### src/rtl/mac_frame_sequencer.sv
// mac_frame_sequencer
// Walks the neuron MAC through one inference frame: clear, load 4 weights,
// stream 4 samples (load + accumulate each), wait for the MAC pipeline,
// capture the result and compare it against a latched threshold.
// Weights are written into a shadow bank at any time and copied into the
// active bank only when a frame is accepted, so a frame never sees a
// half-updated weight set.
module mac_frame_sequencer #(
    parameter int DW      = 8,
    parameter int OW      = 16,
    parameter int MAC_LAT = 2
) (
    input  logic          clk,
    input  logic          rst,
    input  logic          w_wr,
    input  logic [1:0]    w_addr,
    input  logic [DW-1:0] w_data,
    input  logic [OW-1:0] thr,
    input  logic          start,
    input  logic          abort,
    input  logic          in_valid,
    output logic          in_ready,
    input  logic [DW-1:0] in_data,
    output logic          out_valid,
    input  logic          out_ready,
    output logic [OW-1:0] result,
    output logic          spike,
    output logic          busy,
    output logic [DW-1:0] mac_in,
    output logic          mac_ld,
    output logic          mac_ld1,
    output logic          mac_ld2,
    output logic          mac_ld3,
    output logic          mac_ld4,
    output logic          mac_clken,
    output logic          mac_rst,
    input  logic [OW-1:0] mac_out
);

    localparam int WCW = (MAC_LAT > 1) ? $clog2(MAC_LAT) : 1;

    typedef enum logic [3:0] {
        S_IDLE, S_CLR, S_LW, S_IN, S_STEP, S_WAIT, S_CAP, S_DONE, S_ABRT
    } state_t;

    state_t               state;
    logic [3:0][DW-1:0]   shadow;
    logic [3:0][DW-1:0]   act;
    logic [OW-1:0]        thr_q;
    logic [1:0]           k;
    logic [1:0]           k_nxt;
    logic [WCW-1:0]       wcnt;
    logic [3:0]           ld_w;
    logic [DW-1:0]        mac_in_q;
    logic                 abort_take;

    assign k_nxt = k + 2'd1;

    // Abort only cuts a frame that is actually in flight; DONE keeps its
    // result and ABRT is already on its way back to IDLE.
    assign abort_take = abort && (state != S_IDLE) && (state != S_DONE) &&
                        (state != S_ABRT);

    // The sample load has to follow in_valid in the same cycle, so it is the
    // one pulse decoded from state plus input; abort suppresses it.
    assign mac_ld  = (state == S_IN) && in_valid && !abort;
    assign mac_in  = mac_ld ? in_data : mac_in_q;
    assign mac_ld1 = ld_w[0];
    assign mac_ld2 = ld_w[1];
    assign mac_ld3 = ld_w[2];
    assign mac_ld4 = ld_w[3];

    // Frame FSM; every pulse and status output is set on the transition into
    // the state that owns it and defaults back to 0 otherwise.
    always_ff @(posedge clk or posedge rst) begin
        if (rst) begin
            state     <= S_IDLE;
            shadow    <= '0;
            act       <= '0;
            thr_q     <= '0;
            k         <= '0;
            wcnt      <= '0;
            ld_w      <= '0;
            mac_in_q  <= '0;
            mac_rst   <= 1'b0;
            mac_clken <= 1'b0;
            in_ready  <= 1'b0;
            out_valid <= 1'b0;
            busy      <= 1'b0;
            result    <= '0;
            spike     <= 1'b0;
        end else begin
            if (w_wr) shadow[w_addr] <= w_data;
            mac_rst   <= 1'b0;
            mac_clken <= 1'b0;
            ld_w      <= '0;
            mac_in_q  <= '0;
            if (abort_take) begin
                state    <= S_ABRT;
                mac_rst  <= 1'b1;
                in_ready <= 1'b0;
            end else begin
                case (state)
                    S_IDLE: if (start) begin
                        act     <= shadow;
                        thr_q   <= thr;
                        state   <= S_CLR;
                        mac_rst <= 1'b1;
                        busy    <= 1'b1;
                    end
                    S_CLR: begin
                        state    <= S_LW;
                        k        <= 2'd0;
                        ld_w     <= 4'b0001;
                        mac_in_q <= act[0];
                    end
                    S_LW: if (k == 2'd3) begin
                        state    <= S_IN;
                        k        <= 2'd0;
                        in_ready <= 1'b1;
                    end else begin
                        k        <= k_nxt;
                        ld_w     <= 4'b0001 << k_nxt;
                        mac_in_q <= act[k_nxt];
                    end
                    S_IN: if (in_valid) begin
                        state     <= S_STEP;
                        in_ready  <= 1'b0;
                        mac_clken <= 1'b1;
                    end
                    S_STEP: if (k == 2'd3) begin
                        state <= S_WAIT;
                        k     <= 2'd0;
                        wcnt  <= '0;
                    end else begin
                        state    <= S_IN;
                        k        <= k_nxt;
                        in_ready <= 1'b1;
                    end
                    S_WAIT: if (wcnt == WCW'(MAC_LAT - 1)) begin
                        state <= S_CAP;
                    end else begin
                        wcnt <= wcnt + 1'b1;
                    end
                    S_CAP: begin
                        result    <= mac_out;
                        spike     <= (mac_out >= thr_q);
                        out_valid <= 1'b1;
                        state     <= S_DONE;
                    end
                    S_DONE: if (out_ready) begin
                        out_valid <= 1'b0;
                        busy      <= 1'b0;
                        state     <= S_IDLE;
                    end
                    S_ABRT: begin
                        busy  <= 1'b0;
                        state <= S_IDLE;
                    end
                    default: state <= S_IDLE;
                endcase
            end
        end
    end

endmodule

### config.mk
export PLATFORM = sky130hd
export DESIGN_NAME = mac_frame_sequencer
export DESIGN_NICKNAME = d
export VERILOG_FILES = /design/src/rtl/mac_frame_sequencer.sv
export SDC_FILE = /design/constraint.sdc
export NUM_CORES = 1
export LEC_CHECK = 0
export CAP_MARGIN = 20
export CELL_PAD_IN_SITES_DETAIL_PLACEMENT = 1
export CELL_PAD_IN_SITES_GLOBAL_PLACEMENT = 2
export CORE_MARGIN = 3
export CORE_UTILIZATION = 40
export CTS_BUF_LIST = sky130_fd_sc_hd__clkbuf_16
export DETAILED_ROUTE_END_ITERATION = 10
export PLACE_DENSITY_LB_ADDON = 0.1
export SYNTH_ARGS = -nofsm -noshare
export SYNTH_HDL_FRONTEND = slang
export SYNTH_SLANG_ARGS = --single-unit
### constraint.sdc
create_clock -name clk -period 6.1 [get_ports clk]
set_input_delay 0.61 -clock clk [delete_from_list [all_inputs] [get_ports clk]]
set_output_delay 0.61 -clock clk [all_outputs]
set_load 0.05 [all_outputs]
==> flow_summary_export.csv <==
group,metric,value,unit
status,outcome,"complete, no violations",
sta,final-hold-violation-count,0,
placed_design,hpwlAfterDp,8.35,mm
clock_network,cts_setup_buffers,0,
logic_synthesis,syn_avg_cell_area,14.1,sq um
floorplanning,die_h,125,um
logic_synthesis,synth_area_leaders,"dfrtp_1 54%, mux2_2 19%, ha_1 4.7%, mux4_2 3.2%, mux2_4 2.4%",
setup_path,critPathCaptureType,"primary output",
floorplanning,fp.dieArea,15500,sq um
sta,grt_setup_unrepaired,"no",
flow_run,cap_violations,0,
global_routing,grt_usage,0.173,
floorplanning,core,13500,sq um
power_and_ir_drop,p_total,3.38,mW
global_routing,grt_antenna_before_repair,0,
clock_network,cts_sinks,121,
setup_path,arrival,3290,ps
logic_synthesis,synth_top_area_frac,0.539,
layout,fin_util,0.537,
logic_synthesis,synth_ff_type,"dfrtp_1",
clock_network,cts-resized-gates,0,
setup_path,cp-start-kind,"input pin",
sta,skew,6.68,ps
logic_synthesis,synthDistinctLibCells,58,
logic_synthesis,synth_seq_cells,121,
logic_synthesis,synthAdderAreaFrac,0.0468,
placed_design,io_buffers,91,
sta,clock.fmax,257,MHz
layout,fillers,1328,
global_routing,met2_usage,0.284,
sta,finalSetupViolCount,0,
sta,tightest_slew,945,ps
logic_synthesis,synth_edf_count,0,
logic_synthesis,ys_warn_count,0,
power_and_ir_drop,vdd_drop_max,283,uV
clock_network,cts_tree,"yes",
layout,final_nets,572,
logic_synthesis,ys_seq_area_frac,0.539,
routing,routed_wl,12.6,mm
clock_network,cts_buffers,17,
floorplanning,rows,42,
setup_path,required,5490,ps
layout,postLayoutCellArea,7250,sq um
logic_synthesis,synthXorXnorAreaFrac,0.00156,
placed_design,gp_congestion,0.799,
floorplanning,initial_core_util,0.416,
global_routing,top_usage_layer,"met2",
logic_synthesis,yosysMostFrequentCell,"dfrtp_1",
clock_network,root_buffer,"clkbuf_16",
global_routing,use_met1,0.223,
logic_synthesis,synthMuxAreaShare,0.248,
placed_design,post_dp_cell_area,6660,sq um
global_routing,grt_pass1_vias,3866,
layout,antennaDiodeCount,0,
logic_synthesis,synth-compound-area-share,0.0628,
sta,min_period_over_period,0.639,
floorplanning,dieWidth,125,um
logic_synthesis,synth_top_area_cell,"dfrtp_1",
power_and_ir_drop,cellPowerDensity,467,nW/um^2
sta,relSlewSlack,0.369,
layout,area_delta_synth_final,29.0,%
global_routing,use_met3,0.0493,
worst_hold_path,min_path_type,"in2async",
routing,drc,0,
global_routing,grt_pass1_wl,20.9,mm
clock_network,h-tree-depth,4,
routing,initialDrtViolationCount,171,
routing,vias,3501,
routing,vias_per_cell,5.13,
logic_synthesis,netlist_instances,399,
routing,antenna_left,0,
sta,fin_tns_setup,0,ps
global_routing,grt.overflow.total,0,
setup_path,crit_type,"in2out",
setup_path,worstPathMaxFanout,11,
clock_network,ctsHoldBuffers,0,
layout,drive_gt1_frac,0.331,
logic_synthesis,synth_common_cells,"121 x dfrtp_1, 95 x mux2_2, 25 x inv_1",
clock_network,clock_path_buffers,2,
floorplanning,io_pins,92,
logic_synthesis,synth_top_family_by_area,"multiplexers",
logic_synthesis,synthArstFlopShare,1.00,
global_routing,grt_max_degree,85,
power_and_ir_drop,p_leak,3.18,nW
clock_network,clk_latency,410,ps
clock_network,clk_pin_slew,60,ps
routing,routedWlPerCell,18.5,um
sta,min_period,3900,ps
sta,slew_viol_final,0,
logic_synthesis,syn_area,5620,sq um
logic_synthesis,synth_fp_nets,477,
logic_synthesis,synth_simple_gate_area_share,0.0621,
routing,drtPass1Iterations,4,
==> per-stage QoR <==
step	cells	hold slack, ps	worst slack, ps
after CTS	682	503	2120
after floorplan	399	474	2280
after global routing	683	452	2050
final	683	458	2200
after global placement	650	481	2170
after detailed placement	650	489	2120
==> state kept, by name, summed over array words and instances (netlist names) <==
register,flops
act,32
shadow,32
result,16
thr_q,16
mac_in_q,8
ld_w,4
state,4
k,2
busy,1
in_ready,1
mac_clken,1
mac_rst,1
out_valid,1
spike,1
wcnt,1
==> cells in the final DEF, fill, tap and decap left out, types with 2 or more instances in the layout <==
cell type / n
a21o_1: 3
clkinvlp_4: 2
a22o_2: 7
nor3_2: 2
dfrtp_1: 121
o211ai_1: 2
nand2_1: 8
o21ai_0: 9
nand3b_1: 2
clkdlybuf4s50_1: 91
a21oi_1: 12
nor2_2: 2
nand3_1: 3
a22o_1: 4
mux2_4: 9
nor3b_1: 2
and2_1: 3
mux4_2: 8
nand3_2: 2
clkinv_1: 3
nand4_1: 2
mux2_2: 95
clkbuf_16: 17
inv_1: 25
clkinv_4: 3
bufinv_16: 2
buf_4: 2
nor2_1: 9
ha_1: 21
clkinv_2: 4
==> metal layers <==
layer | share of wire | wire length (um) | up-vias
li1 | - | - | 1626
met1 | 0.45 | 5710 | 1794
met2 | 0.50 | 6350 | 68
met3 | 0.034 | 433 | 13
met4 | 0.010 | 131 | 0
met5 | 0 | 0 | -
==> layout make-up <==
type,count,area (sq um),area share
timing repair buffer,94,953,0.132
multi-input combinational,235,2390,0.330
sequential,121,3030,0.418
tap,176,220,0.0304
inverter,25,96.3,0.0133
clock buffer,17,425,0.0587
clock inverter,15,136,0.0188
==> kinds of logic (layout without fill, tap and decap cells) <==
kind of cell / count (synthesis) / count (layout)
flops: 121 / 121
mux: 113 / 113
simple gates: 51 / 51
compound gates: 49 / 49
buf+inv: 43 / 151
fa+ha+maj: 21 / 21
xor+xnor: 1 / 1
==> where the power goes <==
part,internal [mW],total [mW],switching [mW]
logic,0.593,1.17,0.574
clock network,0.592,0.954,0.361
registers,1.07,1.26,0.188
==> final timing paths <==
kind                            slack [ps]                   start  cells after the start                     end
worst max-delay path                  2200                   abort                      4               mac_in[2]
worst min-delay path                   460                     rst                      2  shadow[26]$_DFFE_PP0P_
worst max register to register        3550        k[0]$_DFFE_PP0P_                      4   mac_in_q[6]$_DFF_PP0_
worst min register to register         500  shadow[31]$_DFFE_PP0P_                      1     act[31]$_DFFE_PP0P_
max in group asynchronous             4540                     rst                      4       ld_w[1]$_DFF_PP0_
min in group clk                       500  shadow[31]$_DFFE_PP0P_                      1     act[31]$_DFFE_PP0P_
==> worst max-delay path: stages <==
cell             delay, ps
clkdlybuf4s50_1        630
nor4bb_4               920
mux2_2                 410
clkdlybuf4s50_1        710
Note: power is estimated with default switching activity, not from simulation.
